File: src/rtl/audio_feat_pkg.sv
// Shared definitions for the band feature extractor.
//   FEAT_W    : width of the signed feature output and of the scaled band values
//   NUM_BANDS : number of frequency bands per frame
//   ACC_W     : width of the per-band accumulators and hold registers
//   state_e   : output engine states (IDLE -> SCALE -> MEAN -> EMIT -> IDLE)
//   sat_shift : right-shift a band sum and clamp it to the positive feature range
package audio_feat_pkg;

  localparam int FEAT_W    = 16;
  localparam int NUM_BANDS = 4;
  localparam int ACC_W     = 32;
  localparam int BAND_W    = $clog2(NUM_BANDS);

  // Largest positive value a scaled band may take.
  localparam int S_MAX = 32767;

  typedef enum logic [1:0] {
    IDLE  = 2'd0,
    SCALE = 2'd1,
    MEAN  = 2'd2,
    EMIT  = 2'd3
  } state_e;

  function automatic logic [FEAT_W-1:0] sat_shift(input logic [ACC_W-1:0] v,
                                                  input int unsigned     sh);
    logic [ACC_W-1:0] t;
    t = v >> sh;
    if (t > ACC_W'(S_MAX)) begin
      return FEAT_W'(S_MAX);
    end
    return t[FEAT_W-1:0];
  endfunction

endpackage

File: src/rtl/feat_band_acc.sv
// Per-frame band accumulation and frame validation.
// Counts incoming bins, routes each bin into the accumulator of its band,
// checks that fft_last lands exactly on the final bin, and latches the four
// band sums into hold registers when a good frame completes and the output
// engine can take it.
//
// Ports:
//   sys_clk, sys_rst_n : clock, asynchronous active-low reset
//   fft_data           : unsigned bin magnitude, qualified by fft_valid
//   fft_valid          : one bin is presented this cycle (no backpressure)
//   fft_last           : marks the last bin of a frame, only with fft_valid
//   hold_en            : hold registers may be overwritten by a good frame
//   frame_good         : combinational, a good frame completes this cycle
//   frame_err          : registered one-cycle pulse, malformed frame discarded
//   hold               : latched band sums of the last accepted frame
module feat_band_acc
  import audio_feat_pkg::*;
#(
  parameter int FRAME_LEN = 256,
  parameter int B1        = 32,
  parameter int B2        = 64,
  parameter int B3        = 128
) (
  input  logic                                sys_clk,
  input  logic                                sys_rst_n,
  input  logic [FEAT_W-1:0]                   fft_data,
  input  logic                                fft_valid,
  input  logic                                fft_last,
  input  logic                                hold_en,
  output logic                                frame_good,
  output logic                                frame_err,
  output logic [NUM_BANDS-1:0][ACC_W-1:0]     hold
);

  localparam int CNT_W = $clog2(FRAME_LEN);
  localparam logic [CNT_W-1:0] LAST_BIN = CNT_W'(FRAME_LEN - 1);

  logic [CNT_W-1:0]                bin_cnt_q, bin_cnt_d;
  logic [NUM_BANDS-1:0][ACC_W-1:0] acc_q, acc_d;
  logic [NUM_BANDS-1:0][ACC_W-1:0] hold_q, hold_d;
  logic                            frame_err_q, frame_err_d;

  logic [BAND_W-1:0] band;
  logic              at_last_bin;
  logic [ACC_W-1:0]  sum_cur;

  always_comb begin
    band = BAND_W'(3);
    if (int'(bin_cnt_q) < B1) begin
      band = BAND_W'(0);
    end else if (int'(bin_cnt_q) < B2) begin
      band = BAND_W'(1);
    end else if (int'(bin_cnt_q) < B3) begin
      band = BAND_W'(2);
    end
  end

  assign at_last_bin = (bin_cnt_q == LAST_BIN);
  assign sum_cur     = acc_q[band] + ACC_W'(fft_data);

  always_comb begin
    acc_d       = acc_q;
    hold_d      = hold_q;
    bin_cnt_d   = bin_cnt_q;
    frame_err_d = 1'b0;
    frame_good  = 1'b0;
    if (fft_valid) begin
      if (fft_last) begin
        if (at_last_bin) begin
          frame_good = 1'b1;
          // The closing bin is not yet in acc_q, so fold it in while latching.
          if (hold_en) begin
            hold_d       = acc_q;
            hold_d[band] = sum_cur;
          end
        end else begin
          frame_err_d = 1'b1;
        end
        acc_d     = '0;
        bin_cnt_d = '0;
      end else if (at_last_bin) begin
        // Frame overran without fft_last: discard it and resync to bin 0.
        frame_err_d = 1'b1;
        acc_d       = '0;
        bin_cnt_d   = '0;
      end else begin
        acc_d[band] = sum_cur;
        bin_cnt_d   = bin_cnt_q + CNT_W'(1);
      end
    end
  end

  always_ff @(posedge sys_clk or negedge sys_rst_n) begin
    if (!sys_rst_n) begin
      bin_cnt_q   <= '0;
      acc_q       <= '0;
      hold_q      <= '0;
      frame_err_q <= 1'b0;
    end else begin
      bin_cnt_q   <= bin_cnt_d;
      acc_q       <= acc_d;
      hold_q      <= hold_d;
      frame_err_q <= frame_err_d;
    end
  end

  assign hold      = hold_q;
  assign frame_err = frame_err_q;

endmodule

File: src/rtl/band_feature_extract.sv
// Band feature extractor: sums FFT magnitude bins into four bands per frame,
// scales and saturates each band sum, removes the mean of the four scaled
// values, and emits the four mean-removed features as consecutive beats.
//
// Stream protocol: input is valid-only. A bin is transferred on every cycle
// fft_valid is high; there is no ready, so the block accepts every bin.
// Output is likewise valid-only: feature_out carries a feature on every cycle
// feature_out_en is high and holds its value otherwise.
//
// Ports:
//   sys_clk, sys_rst_n : clock, asynchronous active-low reset
//   fft_data           : unsigned bin magnitude
//   fft_valid          : fft_data valid this cycle
//   fft_last           : last bin of a frame, only with fft_valid
//   feature_out        : signed feature, bands 0..3 in order
//   feature_out_en     : feature_out valid, four consecutive beats per frame
//   frame_err          : one-cycle pulse, malformed frame discarded
//   frame_drop         : one-cycle pulse, good frame discarded (engine busy)
//   dbg_state          : current output engine state
module band_feature_extract
  import audio_feat_pkg::*;
#(
  parameter int FRAME_LEN = 256,
  parameter int B1        = 32,
  parameter int B2        = 64,
  parameter int B3        = 128,
  parameter int SHIFT     = 8
) (
  input  logic              sys_clk,
  input  logic              sys_rst_n,
  input  logic [FEAT_W-1:0] fft_data,
  input  logic              fft_valid,
  input  logic              fft_last,
  output logic [FEAT_W-1:0] feature_out,
  output logic              feature_out_en,
  output logic              frame_err,
  output logic              frame_drop,
  output state_e            dbg_state
);

  // Wide enough for four values of at most S_MAX.
  localparam int SUM_W = FEAT_W + 2;

  logic                             frame_good;
  logic [NUM_BANDS-1:0][ACC_W-1:0]  hold;

  state_e                           state_q;
  logic [NUM_BANDS-1:0][FEAT_W-1:0] s_q, s_d;
  logic [FEAT_W-1:0]                m_q, m_d;
  logic [FEAT_W-1:0]                feature_q, feature_d;
  logic                             feature_en_q;
  logic                             frame_drop_q;
  logic [BAND_W-1:0]                beat_q;

  logic [SUM_W-1:0]  band_sum;
  logic [FEAT_W-1:0] emit_s;
  logic [FEAT_W-1:0] emit_m;

  feat_band_acc #(
    .FRAME_LEN (FRAME_LEN),
    .B1        (B1),
    .B2        (B2),
    .B3        (B3)
  ) u_band_acc (
    .sys_clk    (sys_clk),
    .sys_rst_n  (sys_rst_n),
    .fft_data   (fft_data),
    .fft_valid  (fft_valid),
    .fft_last   (fft_last),
    .hold_en    (state_q == IDLE),
    .frame_good (frame_good),
    .frame_err  (frame_err),
    .hold       (hold)
  );

  always_comb begin
    for (int k = 0; k < NUM_BANDS; k++) begin
      s_d[k] = sat_shift(hold[k], SHIFT);
    end

    band_sum = '0;
    for (int k = 0; k < NUM_BANDS; k++) begin
      band_sum = band_sum + SUM_W'(s_q[k]);
    end
    // Sum is non-negative, so the shift is an exact floor divide by 4.
    m_d = FEAT_W'(band_sum >> 2);

    // Beat 0 is produced on the same edge that registers the mean, so it
    // uses the freshly computed mean; later beats use the registered one.
    if (state_q == MEAN) begin
      emit_s = s_q[0];
      emit_m = m_d;
    end else begin
      emit_s = s_q[beat_q];
      emit_m = m_q;
    end
    // Both operands lie in 0..S_MAX, so the difference always fits FEAT_W.
    feature_d = FEAT_W'($signed({1'b0, emit_s}) - $signed({1'b0, emit_m}));
  end

  always_ff @(posedge sys_clk or negedge sys_rst_n) begin
    if (!sys_rst_n) begin
      state_q      <= IDLE;
      s_q          <= '0;
      m_q          <= '0;
      feature_q    <= '0;
      feature_en_q <= 1'b0;
      frame_drop_q <= 1'b0;
      beat_q       <= '0;
    end else begin
      frame_drop_q <= frame_good && (state_q != IDLE);
      case (state_q)
        IDLE: begin
          if (frame_good) begin
            state_q <= SCALE;
          end
        end
        SCALE: begin
          s_q     <= s_d;
          state_q <= MEAN;
        end
        MEAN: begin
          m_q          <= m_d;
          feature_q    <= feature_d;
          feature_en_q <= 1'b1;
          beat_q       <= BAND_W'(1);
          state_q      <= EMIT;
        end
        EMIT: begin
          // beat_q walks 1,2,3 and wraps to 0 once band 3 has been issued.
          if (beat_q != '0) begin
            feature_q <= feature_d;
            beat_q    <= beat_q + BAND_W'(1);
          end else begin
            feature_en_q <= 1'b0;
            state_q      <= IDLE;
          end
        end
        default: begin
          state_q <= IDLE;
        end
      endcase
    end
  end

  assign feature_out    = feature_q;
  assign feature_out_en = feature_en_q;
  assign frame_drop     = frame_drop_q;
  assign dbg_state      = state_q;

endmodule

File: config.mk
export PLATFORM = sky130hd
export DESIGN_NAME = band_feature_extract
export DESIGN_NICKNAME = d
export VERILOG_FILES = /design/src/rtl/audio_feat_pkg.sv /design/src/rtl/feat_band_acc.sv /design/src/rtl/band_feature_extract.sv
export SDC_FILE = /design/constraint.sdc
export NUM_CORES = 1
export LEC_CHECK = 0
export BUFFER_PORTS_ARGS = -buffer_cell sky130_fd_sc_hd__buf_2
export CORE_MARGIN = 1
export CORE_UTILIZATION = 25
export DETAILED_ROUTE_END_ITERATION = 12
export MAX_ROUTING_LAYER = met4
export PLACE_DENSITY = 0.5
export SLEW_MARGIN = 20
export SYNTH_ARGS = -nofsm -noshare
export SYNTH_HDL_FRONTEND = slang
export SYNTH_SLANG_ARGS = --single-unit
File: constraint.sdc
create_clock -name sys_clk -period 5 [get_ports sys_clk]
set_input_delay 0.25 -clock sys_clk [delete_from_list [all_inputs] [get_ports sys_clk]]
set_output_delay 0.25 -clock sys_clk [all_outputs]
set_load 0.05 [all_outputs]
* Yosys cells after proc, flatten, opt, wreduce, memory -nomap -nowiden *
Index checks and enable logic that the tools add are counted.

word-level totals
  register bits after elaboration = 367

cells by class
  add/subtract/negate cells = 7
  order comparisons = 10
  eq/ne operators = 7
  multiplexer cells = 43
  reduce and logical (&&, ||, !) cells = 10

operators with widths
  kind                    count
  $mux W128               2
  $mux W16                12
  $bwmux W128             1
  $gt A24 B15 Y1 const B  4
  $bmux W32 S2            1
  $demux W32 S2           1
  $mux W32                2
  $add A32 B16 Y32        1
  $bmux W16 S2            1
  $pmux W16 S2            1
  $add A17 B16 Y18        1
  $add A18 B16 Y18        1
  $add A16 B16 Y17        1
  $mux W8                 2
  $sub A16 B16 Y16        1
  $mux W1                 12
  $mux W2                 5
  $add A8 B1 Y8 const B   1
  $eq A8 B8 Y1 const B    1
  $lt A8 B6 Y1 const B    1
  $lt A8 B7 Y1 const B    1
  $lt A8 B8 Y1 const B    1
  $pmux W2 S4             1
  $lt A2 B3 Y1 const B    2
  12 further kinds        20

* Depth between registers and ports, before layout *
Gate-level depths: netlist (run 1).

  depth after elaboration = 11
  mapped depth = 25
  mapped depth without buffers = 25

* Modules after synthesis *
From an unflattened synthesis (run 1), not the netlist that was laid out.

unflattened totals
  cell total of the unflattened synthesis = 1,921
  area total of the unflattened synthesis = 18,865.6 um2

by module, submodules not included
  module                instances  cells each  area an instance (um2)  sequential area each (um2)
  feat_band_acc         1          1,263       12,333.1                6,631.4
  band_feature_extract  1          658         6,532.5                 2,552.4

* Worst setup path after synthesis (run 1) *
OpenSTA, ideal clock, no wires.

  kind = register -> register
  start point = register s_q[1] (netlist name)
  end point = register feature_q[15] (netlist: feature_out[15])
  library setup time = 0.069 ns
  arrival = 5.128 ns
  slack = -0.197 ns
  stages on the path, launching flop included = 26
  period minus slack after synthesis = 5.197 ns
  path through = dfrtp_1 -> inv_1 -> fa_1 -> inv_1 -> fa_1 -> nand2_1 -> nor2_1 -> fa_1 -> a211o_1 -> a21o_1 -> a21oi_1 -> xnor2_1 -> mux2_2 -> inv_1 -> ha_1 -> or2_2 -> a21oi_1 -> a31oi_1 -> nand2_1 -> a21oi_1 -> o21ai_2 -> a41oi_2 -> a31oi_1 -> a21oi_1 -> or4b_1 -> nand3_1

between the ends
  longest elaborated chain between the ends = 7

ends and longest elaborated chain
  what                    line                         source
  from (decl)             band_feature_extract.sv:48   logic [NUM_BANDS-1:0][FEAT_W-1:0] s_q, s_d;
  from (signal assigned)  band_feature_extract.sv:104  s_q <= '0;
  from (signal assigned)  band_feature_extract.sv:119  s_q <= s_d;
  $add A16 B16 Y17 (*)    band_feature_extract.sv:83   band_sum = band_sum + SUM_W'(s_q[k]);
  $add A17 B16 Y18 (*)    band_feature_extract.sv:83
  $add A18 B16 Y18 (*)    band_feature_extract.sv:83
  $mux W16 (*)            band_feature_extract.sv:90   if (state_q == MEAN) begin
  via emit_m[5]           band_feature_extract.sv:57   logic [FEAT_W-1:0] emit_m;
  $sub A16 B16 Y16 (*)    band_feature_extract.sv:98   feature_d = FEAT_W'($signed({1'b0, emit_s}) - $signed({1'b0, emit_m}));
  $mux W16                band_feature_extract.sv:131  if (beat_q != '0) begin
  $pmux W16 S2 (*)        band_feature_extract.sv:112  case (state_q)
  to (signal assigned)    band_feature_extract.sv:124  feature_q <= feature_d;
  to (signal assigned)    band_feature_extract.sv:132  feature_q <= feature_d;
  to (decl)               band_feature_extract.sv:50   logic [FEAT_W-1:0] feature_q, feature_d;

The timed path passes the listed nets; every way through them passes the cells marked *. The select of a mux whose other input is x is not followed.
A chain may end at the register's enable or synchronous reset.

* Worst setup path in the final report (run 1) *
Same ends and word-level chain as after synthesis.

==> summary.md, run 1 <==
| Metric | Value |
|---|---|
| Worst slew margin | `22.44%` |
| Worst Hold Class | `in2reg` |
| Drc violations | `0` |
| Sw power | `0.001648 W` |
| Chip width | `266.0 µm` |
| Clock power frac | `43.9%` |
| Unique cell type count in the Yosys netlist | `87` |
| Vias in the first global route | `13.69k` |
| RSZ-0062 raised after global routing | `yes` |
| First DRT Iteration DRCs | `975` |
| Synth Flop Type | `dfrtp_1` |
| Fillers | `7202` |
| Synth area leaders | `dfrtp_1 (48%), nand2_1 (5.6%), a22o_1 (4.6%), fa_1 (3.9%), o21ai_0 (3.5%)` |
| Startpoint types | `flip-flop` |
| Reg-to-reg setup timing slack | `-0.13 ns` |
| Achievable Freq | `0.1951 GHz` |
| Pwr/cell area | `307.8 nW/µm²` |
| Final Cycle Share | `102.5%` |
| TritonCTS buffer count | `37` |
| Async SR Flop Fraction | `100.0%` |
| Setup_tns | `-0.2798 ns` |
| Synthesized instance count | `1765` |
| Comb pwr share | `11.9%` |
| CP required | `5.46 ns` |
| Worst Setup End Kind | `flip-flop` |
| Result of the run | `finished, violations left` |
| Sw Share | `26.04%` |
| Drt first pass iters | `5` |
| Area leader, netlist | `dfrtp_1` |
| Failing checks | `negative setup slack` |
| WHS | `0.02951 ns` |
| Vias/cell | `4.832` |
| Antenna Nets Post-Route | `0` |
| Worst EP arrival | `5.58 ns` |
| Htree depth | `2` |
| Synth Cell Area | `17430 µm²` |
| Fin. max-slew vios | `0` |
| Starting Density | `25.32%` |
| GRT overflow | `0` |
| Synth warn | `0` |
| Synth Register Bits | `335` |
| Clock latency on the worst-skew pair | `0.53 ns` |
| Pleak | `9.369 nW` |
| First-pass GRT wire length | `79920 µm` |
| Via count | `13.50k` |
| Final Hold Fails | `0` |
| Total core area | `68830 µm²` |
| Synthesized net count | `1867` |
| Area Overhead vs Synth | `18.01%` |
| Final Wtd Congestion | `0.8334` |
| Die Height | `266.0 µm` |
| Post-synthesis sequential area ratio | `48.10%` |
| CTS tree | `built` |
| Layout Skew | `0.01509 ns` |
| Post-synth EDFFs | `0` |
| Clock buffer depth | `3` |
| Drt total wl | `49900 µm` |
| Worst-Margin Slew | `1.162 ns` |
| Initial antenna violation count | `0` |
| Clock Root Buffer | `clkbuf_16` |
| Minimum clock period | `5.126 ns` |
| Maxcap violations | `0` |
| Total GRT Usage | `14.65%` |
| Worst Slack Setup Final | `-0.1258 ns` |
| Commonest cells in the netlist | `dfrtp_1 (335), nand2_1 (262), o21ai_0 (122)` |
| Worst Path Max Fanout | `3` |
| Drt wl/cell | `17.87 µm` |
| HPWL Detailed | `34040 µm` |
| Avg Cell Area, Syn | `9.873 µm²` |
| Worst setup path category | `reg2reg` |
| Sequential share of power | `44.2%` |
| Final setup viols | `4` |
| # IOs | `41` |
| Area share of the leading cell type in the synthesized netlist | `48.10%` |
| CTS clk-pin slew, worst paths | `0.06 ns` |
| Worst vdd ir | `261.0 µV` |
| Most common cell in the synthesized netlist | `dfrtp_1` |
| Cell internal pwr | `0.004682 W` |
| Ant. Diodes | `0` |
| Final Net Count | `1941` |
| Largest net degree at the start of global routing | `115` |
| # rows | `96` |
| Clk sinks | `335` |
| Full die area | `70770 µm²` |
| PortBufs | `40` |
| Layout cells sized above 1 | `14.50%` |
==> through the flow <==
step           setup WS (ns)  cells  utilization (%)  instance area (µm²)  total power (W)
2_1_floorplan        0.02677   1765                -                17460         0.003346
3_3_place_gp         -0.1727   2721            27.81                19140         0.003577
3_5_place_dp         -0.2528   2721            27.81                19140         0.003597
4_1_cts              -0.1406   2791            29.73                20460         0.006406
5_1_grt              -0.4358   2793            29.88                20560         0.006606
6_report             -0.1258   2793            29.88                20560         0.006330
==> final timing paths <==
| check | from | to | cells past startpoint |
|---|---|---|---|
| max in group asynchronous | sys_rst_n | u_band_acc.acc_q[48] | 3 |
| worst max register to register | s_q[1] | feature_out[15] | 25 |
| worst max-delay path | s_q[1] | feature_out[15] | 25 |
| worst min-delay path | fft_last | u_band_acc.bin_cnt_q[2] | 2 |
| min in group asynchronous | sys_rst_n | s_q[26] | 2 |
| worst min register to register | u_band_acc.hold[87] | u_band_acc.hold[87] | 2 |
==> metal layers <==
layer / track usage [%] / share of wire (%) / up-vias
met2: 22.69 / 46 / 263
met5: - / 0 / -
met1: 20.33 / 48 / 6770
met3: 1.858 / 3.9 / 59
met4: 3.355 / 1.9 / 0
li1: - / - / 6403
==> cells in the final DEF, fill, tap and decap left out, types with 9 or more instances in the layout <==
| master | count |
|---|---|
| clkbuf_8 | 11 |
| a22o_1 | 91 |
| buf_4 | 88 |
| xnor2_1 | 32 |
| ha_1 | 43 |
| nand3_1 | 27 |
| and2_1 | 9 |
| o22ai_1 | 54 |
| o22a_1 | 63 |
| o2bb2ai_1 | 10 |
| nand2_1 | 261 |
| o21ai_1 | 12 |
| mux2i_1 | 31 |
| clkbuf_16 | 37 |
| mux2_2 | 12 |
| nor2_1 | 101 |
| a21oi_1 | 71 |
| dfrtp_1 | 334 |
| nor3_1 | 13 |
| a31oi_1 | 27 |
| fa_1 | 33 |
| o21ai_0 | 118 |
| xor2_1 | 23 |
| nand2b_1 | 9 |
| a21o_1 | 12 |
| nor2b_1 | 12 |
| buf_2 | 39 |
| nor4_1 | 9 |
| inv_1 | 105 |
==> final cells by class <==
| class | instances | area, µm² | share of cell area [%] |
|---|---|---|---|
| Multi-Input combinational cell | 1219 | 8431 | 41.00 |
| Clock inverter | 8 | 117.6 | 0.5719 |
| Clock buffer | 54 | 1100 | 5.348 |
| Tap cell | 931 | 1165 | 5.664 |
| Sequential cell | 335 | 8384 | 40.77 |
| Inverter | 113 | 424.2 | 2.063 |
| Timing Repair Buffer | 133 | 943.4 | 4.587 |
==> registers in the layout, summed over array words and instances, names as in the netlist, 2 cells and up <==
name and cells:
feature_out 16, u_band_acc.acc_q 128, s_q 64, u_band_acc.bin_cnt_q 8
beat_q 2, u_band_acc.hold 96, m_q 16, dbg_state 2
==> power groups by stage <==
stage	registers (W)	logic [W]	clock network, W
floorplan	0.00284	0.000506	0
global placement	0.00285	0.000731	0
detailed placement	0.00285	0.000748	0
CTS	0.00280	0.000752	0.00285
global route	0.00281	0.000840	0.00296
finish	0.00280	0.000750	0.00278
==> logic make-up (layout without fill, tap and decap cells) <==
| family | after synthesis | count (layout) | synth area share (%) |
|---|---|---|---|
| flip-flops | 335 | 335 | 48.10 |
| adder cells (fa/ha/maj) | 82 | 82 | 7.352 |
| XOR/XNOR | 56 | 56 | 2.814 |
| AND/OR/NAND/NOR | 495 | 495 | 12.78 |
| buffers and inverters | 211 | 308 | 4.602 |
| AO/OA/AOI/OAI | 540 | 540 | 21.60 |
| multiplexers | 46 | 46 | 2.750 |
==> critical path, cell delays in order (launching register included) <==
cell and delay, ns:
dfrtp_1 0.36, inv_2 0.05, fa_1 0.53, inv_1 0.05, fa_1 0.45, nand2_1 0.07, nor2_1 0.06, fa_2 0.41
a211o_1 0.29, a21o_1 0.20, a21oi_2 0.14, xnor2_1 0.07, mux2_4 0.27, inv_2 0.07, ha_4 0.19, or2_4 0.23
a21oi_2 0.13, a31oi_2 0.07, nor2_2 0.16, a21oi_4 0.06, o21ai_2 0.13, a41oi_2 0.18, o211ai_1 0.24, a21oi_1 0.11
or4b_1 0.47, nand3_1 0.09
==> repair_timing <==
item	4_1_cts	5_1_grt
hold buffers	1	0
buffers inserted	7	1
endpoints found under the setup margin	4	23
gates resized for setup	11	15
endpoints found under the hold margin	73	0
pin swaps	10	9
Power figures use the tool's default switching activity.
==> inputs of run 2 (changes only) <==
CORE_MARGIN = 8   (was 1)
RECOVER_POWER = 25   (was not set)
SYNTH_HIERARCHICAL = 1   (was not set)
==> run 2 against run 1 <==
Compared with the run above: first-iteration DRC count is 4.7% higher; non-clock buffer count is 33 lower; critical path type unchanged; the flow finishes with violations (max-capacitance violations, max-slew violations); power is 5.5% higher; fmax is 7.2% higher; clock power is 5% higher; count of clock-buffer cells in the layout is 1 lower; clock skew is 0.014 ns higher; hold slack better by 0.075 ns; utilization is 0.71 points lower.
==> summary.md, run 2 <==
| Metric | Value |
|---|---|
| Post-route insts no fill | `2766 (was 2793)` |
| Area after DPL | `18870 µm² (was 19140 µm²)` |
| Place WS | `-0.01778 ns (was -0.2528 ns)` |
| HPWL Detailed | `34540 µm (was 34040 µm)` |
| Drc violations | `0 (unchanged)` |
| Worst-Margin Slew | `2.912 ns (was 1.162 ns)` |
| Worst vdd ir | `197.9 µV (was 261.0 µV)` |
| # rows | `97 (was 96)` |
| Placed cells | `2682 (was 2721)` |
| CP required | `5.46 ns (about the same)` |
| PortBufs | `40 (unchanged)` |
| Leading cell type in the layout, fill and taps excluded | `dfrtp_1 (unchanged)` |
| Clock Root Buffer | `clkbuf_16 (unchanged)` |
| Total GRT Usage | `13.31% (was 14.65%)` |
| Critical Path Slowest Stage Cell | `fa_1 (unchanged)` |
| Final Hold Fails | `0 (unchanged)` |
| Htree depth | `2 (unchanged)` |
| Met3 Wirelength | `2589 µm (was 1928 µm)` |
| Crit-path max cell delay | `0.55 ns (was 0.53 ns)` |
| Reg-to-reg setup timing slack | `0.22 ns (was -0.13 ns)` |
| Worst Path Max Fanout | `4 (was 3)` |
| Clk sinks | `335 (unchanged)` |
| Failing checks | `max-capacitance violations, max-slew violations (was negative setup slack)` |
| CTS tree | `built (unchanged)` |
| # IOs | `41 (unchanged)` |
| Vias/cell | `4.862 (was 4.832)` |
| Via count | `13.45k (was 13.50k)` |
| Synth warn | `6 (was 0)` |
| Most frequent cells in the layout | `dfrtp_1 (335), nand2_1 (273), inv_1 (105), a22o_1 (103) (was dfrtp_1 (334), nand2_1 (261), o21ai_0 (118), inv_1 (105), nor2_1 (101))` |
| CTS clk-pin slew, worst paths | `0.06 ns (about the same)` |
| Top reg by flops | `u_band_acc/acc_q (was u_band_acc.acc_q)` |
| Post-Route M1 WL | `25450 µm (was 24180 µm)` |
| Worst-path cell chain | `inv_2, fa_1, fa_1, or3b_4, fa_2, nor2b_4, o311ai_4, nand2b_1, a21oi_2, xnor2_1, mux2i_1, ha_2, or3_4, o211a_1, o31ai_2, buf_4, o21ai_2, a21oi_2, xnor3_1, o21ai_1` |
| Final Wtd Congestion | `0.8258 (was 0.8334)` |
| Worst setup path category | `reg2reg (unchanged)` |
| Startpoint types | `flip-flop (unchanged)` |
| Layout Skew | `0.02899 ns (was 0.01509 ns)` |
| Max FFs per register | `128 (unchanged)` |
| Maxcap violations | `2 (was 0)` |
| Setup_tns | `0 ns (was -0.2798 ns)` |
| Worst Setup End Kind | `flip-flop (unchanged)` |
| Drt total wl | `51920 µm (was 49900 µm)` |
| Fillers | `7360 (was 7202)` |
| Worst Hold Class | `in2reg (unchanged)` |
| Total core area | `69660 µm² (was 68830 µm²)` |
| TritonCTS buffer count | `38 (was 37)` |
| Final setup viols | `0 (was 4)` |
| Drt wl/cell | `18.77 µm (was 17.87 µm)` |
| Initial antenna violation count | `0 (unchanged)` |
| Final Net Count | `1905 (was 1941)` |
| Synthesized instance count | `1770 (was 1765)` |
| Fin. max-slew vios | `139 (was 0)` |
| DR WL met2 | `22920 µm (was 22830 µm)` |
| Synthesized net count | `1878 (was 1867)` |
| RSZ-0062 raised after global routing | `yes (unchanged)` |
| Worst slew margin | `-94.13% (was 22.44%)` |
| Die Height | `280.7 µm (was 266.0 µm)` |
| Starting Density | `25.15% (was 25.32%)` |
| Layout cells sized above 1 | `11.61% (was 14.50%)` |
| Util after Layout | `29.17% (was 29.88%)` |
| First-pass GRT wire length | `81990 µm (was 79920 µm)` |
| Final Cycle Share | `95.64% (was 102.5%)` |
| Area Overhead vs Synth | `16.00% (was 18.01%)` |
| Result of the run | `finished, violations left (unchanged)` |
| First DRT Iteration DRCs | `1021 (was 975)` |
| Drt first pass iters | `5 (unchanged)` |
| Chip width | `280.7 µm (was 266.0 µm)` |
| Top layer in use | `met4 (unchanged)` |
| Worst EP arrival | `5.24 ns (was 5.58 ns)` |
| GRT overflow | `0 (unchanged)` |
| Clock latency on the worst-skew pair | `0.55 ns (was 0.53 ns)` |
| Largest net degree at the start of global routing | `130 (was 115)` |
| Full die area | `78800 µm² (was 70770 µm²)` |
| Clock buffer depth | `3 (unchanged)` |
| Pleak | `9.242 nW (was 9.369 nW)` |
| Synth Cell Area | `17520 µm² (was 17430 µm²)` |
| Pwr/cell area | `328.8 nW/µm² (was 307.8 nW/µm²)` |
| Minimum clock period | `4.782 ns (was 5.126 ns)` |
| Final Cell Area | `20320 µm² (was 20560 µm²)` |
| Ant. Diodes | `0 (unchanged)` |
| Achievable Freq | `0.2091 GHz (was 0.1951 GHz)` |
| Antenna Nets Post-Route | `0 (unchanged)` |
| Avg Cell Area, Syn | `9.897 µm² (was 9.873 µm²)` |
| Vias in the first global route | `13.72k (was 13.69k)` |
| Worst Slack Setup Final | `0.2180 ns (was -0.1258 ns)` |
-- run 2: per-stage QoR --
stage / hold WS (ns) / total power, W
CTS: 0.09323 / 0.006753
global placement: 0.3903 / 0.003793
floorplan: -0.04559 / 0.003472
global route: 0.1118 / 0.006972
detailed placement: 0.4005 / 0.003804
finish: 0.1048 / 0.006681
-- run 2: area by class of cell --
cell class	count	area [µm²]	area share, %
clock buffer	53	1117	5.498
clock inverter	16	183.9	0.9051
tap	940	1176	5.788
multi-input combinational	1213	8412	41.40
sequential	335	8383	41.25
timing repair buffer	100	639.4	3.146
inverter	109	409.1	2.013
-- run 2: final timing paths --
check                                     start                 endpoint  cells after the start
setup / recovery                        s_q[33]          feature_out[15]                     20
hold / removal                      fft_data[0]     u_band_acc/acc_q[96]                      3
setup reg to reg                        s_q[33]          feature_out[15]                     20
hold reg to reg            u_band_acc/hold[104]     u_band_acc/hold[104]                      2
max in group asynchronous             sys_rst_n  u_band_acc/bin_cnt_q[0]                      3
min in group asynchronous             sys_rst_n           feature_out[4]                      2
-- run 2: power by group --
part	switching (W)	internal (W)	total, W	leakage, nW
Sequential	0.0000442	0.00277	0.00281	4.66
Clock	0.00120	0.00172	0.00292	0.646
Combinational	0.000638	0.000310	0.000948	3.93
-- run 2: per-layer routing --
layer  GRT usage (%)  vias to the layer above
li1                -                     6300
met1           18.83                     6734
met2           20.02                      349
met3           2.175                       66
met4           2.699                        0
met5               -                        -
-- run 2: timing repair --
item | CTS | global route
gates cloned | 0 | 0
gates resized for setup | 4 | 19
setup endpoints to repair | 2 | 5
buffers inserted | 0 | 13
hold buffers | 1 | 0
endpoints found under the hold margin | 110 | 0
pin swaps | 1 | 23
-- run 2: worst max-delay path: cells and delay by family, from the launching register on --
family | cells | cell delay [ns]
adders and majority gates | 4 | 1.59
AOI/OAI and AO/OA | 7 | 1.04
and+or+nand+nor | 4 | 1.01
DFF | 1 | 0.37
xor gates and xnor gates | 2 | 0.37
buffers and inverters | 2 | 0.21
muxes | 1 | 0.12
==> inputs of run 3 (changes only) <==
SYNTH_HIERARCHICAL = not set   (was 1)
==> run 3 against run 2 <==
Compared with the run above: sequential power about the same; global-route usage about the same; register-to-register slack lost 0.46 ns; non-clock buffer count up 42; the flow finishes with violations (max-capacitance violations, max-slew violations, negative setup slack); first-iteration DRC count up 3.9%; largest power group unchanged; combinational power fell by 20%; count of clock-buffer cells in the layout is 1 higher.
==> summary.md, run 3 (synthesis results as in run 1) <==
| Metric | Value |
|---|---|
| Pwr/cell area | `310.2 nW/µm² (was 328.8 nW/µm²)` |
| CTS clk-pin slew, worst paths | `0.06 ns (about the same)` |
| # IOs | `41 (unchanged)` |
| Starting Density | `25.06% (was 25.15%)` |
| Worst Setup End Kind | `flip-flop (unchanged)` |
| Critical path buffer and inverter count | `3 (was 2)` |
| Post-route insts no fill | `2817 (was 2766)` |
| PortBufs | `40 (unchanged)` |
| Placed cells | `2727 (was 2682)` |
| Final Wtd Congestion | `0.8065 (was 0.8258)` |
| Area Overhead vs Synth | `19.73% (was 16.00%)` |
| Largest net degree at the start of global routing | `182 (was 130)` |
| Total GRT Usage | `13.35% (was 13.31%)` |
| # rows | `97 (unchanged)` |
| HPWL Detailed | `34520 µm (was 34540 µm)` |
| Most frequent cells in the layout | `dfrtp_1 (334), nand2_1 (259), o21ai_0 (119), inv_1 (106), nor2_1 (100) (was dfrtp_1 (335), nand2_1 (273), inv_1 (105), a22o_1 (103))` |
| CP required | `5.49 ns (was 5.46 ns)` |
| Htree depth | `2 (unchanged)` |
| Worst slew margin | `-142.3% (was -94.13%)` |
| Drt total wl | `51230 µm (was 51920 µm)` |
| Drt wl/cell | `18.19 µm (was 18.77 µm)` |
| Worst Slack Setup Final | `-0.2382 ns (was 0.2180 ns)` |
| Critical Path Slowest Stage Cell | `fa_1 (unchanged)` |
| Leading cell type in the layout, fill and taps excluded | `dfrtp_1 (unchanged)` |
| Area after DPL | `19150 µm² (was 18870 µm²)` |
| Drt first pass iters | `5 (unchanged)` |
| Startpoint types | `flip-flop (unchanged)` |
| Pleak | `9.418 nW (was 9.242 nW)` |
| Initial antenna violation count | `0 (unchanged)` |
| Failing checks | `max-capacitance violations, max-slew violations, negative setup slack (was max-capacitance violations, max-slew violations)` |
| Drc violations | `0 (unchanged)` |
| Max FFs per register | `128 (unchanged)` |
| Worst vdd ir | `191.0 µV (was 197.9 µV)` |
| Top reg by flops | `u_band_acc.acc_q (was u_band_acc/acc_q)` |
| Crit-path max cell delay | `0.54 ns (was 0.55 ns)` |
| Final Cell Area | `20870 µm² (was 20320 µm²)` |
| TritonCTS buffer count | `38 (unchanged)` |
| Layout cells sized above 1 | `14.76% (was 11.61%)` |
| Worst-Margin Slew | `3.635 ns (was 2.912 ns)` |
| First-pass GRT wire length | `81860 µm (was 81990 µm)` |
| Die Height | `280.0 µm (was 280.7 µm)` |
| Clock Root Buffer | `clkbuf_16 (unchanged)` |
| Final Hold Fails | `0 (unchanged)` |
| Via count | `13.63k (was 13.45k)` |
| Clk sinks | `335 (unchanged)` |
| Ant. Diodes | `0 (unchanged)` |
| Worst Hold Class | `in2reg (unchanged)` |
| Reg-to-Reg Start | `s_q[1] (was s_q[33])` |
| Total core area | `69540 µm² (was 69660 µm²)` |
| Crit path from | `s_q[1] (was s_q[33])` |
| Pwr Total | `0.006472 W (was 0.006681 W)` |
| Setup_tns | `-0.6902 ns (was 0 ns)` |
| Vias/cell | `4.838 (was 4.862)` |
| CTS tree | `built (unchanged)` |
| Achievable Freq | `0.1909 GHz (was 0.2091 GHz)` |
| Maxcap violations | `1 (was 2)` |
| Minimum clock period | `5.238 ns (was 4.782 ns)` |
| Antenna Nets Post-Route | `0 (unchanged)` |
| Chip width | `280.0 µm (was 280.7 µm)` |
| Final Net Count | `1951 (was 1905)` |
| Clock latency on the worst-skew pair | `0.57 ns (was 0.55 ns)` |
| Hold path start | `fft_data[0] (unchanged)` |
| Worst EP arrival | `5.72 ns (was 5.24 ns)` |
| Worst Path Max Fanout | `3 (was 4)` |
| Fin. max-slew vios | `55 (was 139)` |
| GRT overflow | `0 (unchanged)` |
| Vias in the first global route | `13.82k (was 13.72k)` |
| Clock buffer depth | `3 (unchanged)` |
| CP top delay family | `adder cells (unchanged)` |
| Layout Skew | `0.03173 ns (was 0.02899 ns)` |
| Fillers | `7202 (was 7360)` |
| Full die area | `78410 µm² (was 78800 µm²)` |
| Worst setup path category | `reg2reg (unchanged)` |
| First DRT Iteration DRCs | `1061 (was 1021)` |
| RSZ-0062 raised after global routing | `yes (unchanged)` |
| Final Cycle Share | `104.8% (was 95.64%)` |
| Result of the run | `finished, violations left (unchanged)` |
| Final setup viols | `5 (was 0)` |
-- run 3: cell types whose count changed in the layout (fill, tap and decap cells not counted), moves of 18 or more --
cell,delta
a31oi_1,+18
buf_4,+29
nand3_1,-62
nor2_1,+33
o21ai_0,+30
o22ai_1,+20
-- run 3: worst paths after layout --
path | endpoint | slack (ns) | cells past startpoint
max reg2reg | feature_out[15] | -0.24 | 25
min | u_band_acc.acc_q[96] | 0.08 | 3
min reg2reg | u_band_acc.hold[87] | 0.46 | 2
min in group asynchronous | feature_out[11] | 1.51 | 2
max in group asynchronous | u_band_acc.hold[10] | 1.32 | 3
max | feature_out[15] | -0.24 | 25
-- run 3: per-layer routing --
| layer | share of wire, % | vias to the layer above | track usage (%) | wire [µm] |
|---|---|---|---|---|
| met5 | 0 | - | - | 0 |
| met4 | 2.1 | 0 | 3.790 | 1061 |
| met3 | 4.5 | 59 | 1.812 | 2304 |
| met2 | 46 | 354 | 20.70 | 23600 |
| met1 | 47 | 6776 | 18.16 | 24270 |
| li1 | - | 6441 | - | - |
-- run 3: worst register-to-register path, cell delays in order, from the launching register on --
cell and delay [ns]:
dfrtp_1 0.36, inv_2 0.05, fa_1 0.54, inv_1 0.05, fa_1 0.45, nand2_1 0.09, nor2_2 0.05, fa_2 0.40
a211o_1 0.28, a21o_1 0.21, a21oi_2 0.13, xnor2_1 0.07, mux2_4 0.28, inv_4 0.06, ha_4 0.19, or2_4 0.23
a21oi_2 0.14, a31oi_2 0.07, nor2_2 0.21, a21oi_4 0.06, o21ai_2 0.15, a41oi_2 0.16, o211ai_1 0.25, a21oi_1 0.12
or4b_1 0.47, nand3_1 0.09
-- run 3: power by group --
part / leakage [nW] / internal [W] / switching [W]
registers: 4.66 / 0.00276 / 0.0000396
logic: 4.11 / 0.000251 / 0.000509
clock network: 0.642 / 0.00174 / 0.00117
total: 9.42 / 0.00475 / 0.00172
-- run 3: repair_timing --
item                       4_1_cts  5_1_grt
cloned                           0        0
setup endpoints to repair        4       18
buffers inserted                10       16
hold buffers                     2        0
hold endpoints to repair        56        0
gates resized for setup         15       36
pin swaps                       17       12
-- run 3: layout make-up --
type	instances	area, µm²	area share [%]
clock buffers	54	1132	5.427
inverters	113	426.7	2.045
multi-input cells	1219	8531	40.89
well taps	940	1176	5.637
clock inverters	14	176.4	0.8455
flip-flops and latches	335	8384	40.18
repair buffers	142	1039	4.977
-- run 3: stage by stage --
| step | utilization (%) | hold slack [ns] | setup slack, ns |
|---|---|---|---|
| 6_report | 30.00 | 0.08026 | -0.2382 |
| 5_1_grt | 30.00 | 0.1050 | -0.5057 |
| 4_1_cts | 29.66 | 0.05985 | -0.1309 |
| 3_5_place_dp | 27.54 | 0.2387 | -0.2099 |
| 3_3_place_gp | 27.54 | 0.2402 | -0.1477 |
| 2_1_floorplan | - | -0.04559 | 0.02677 |
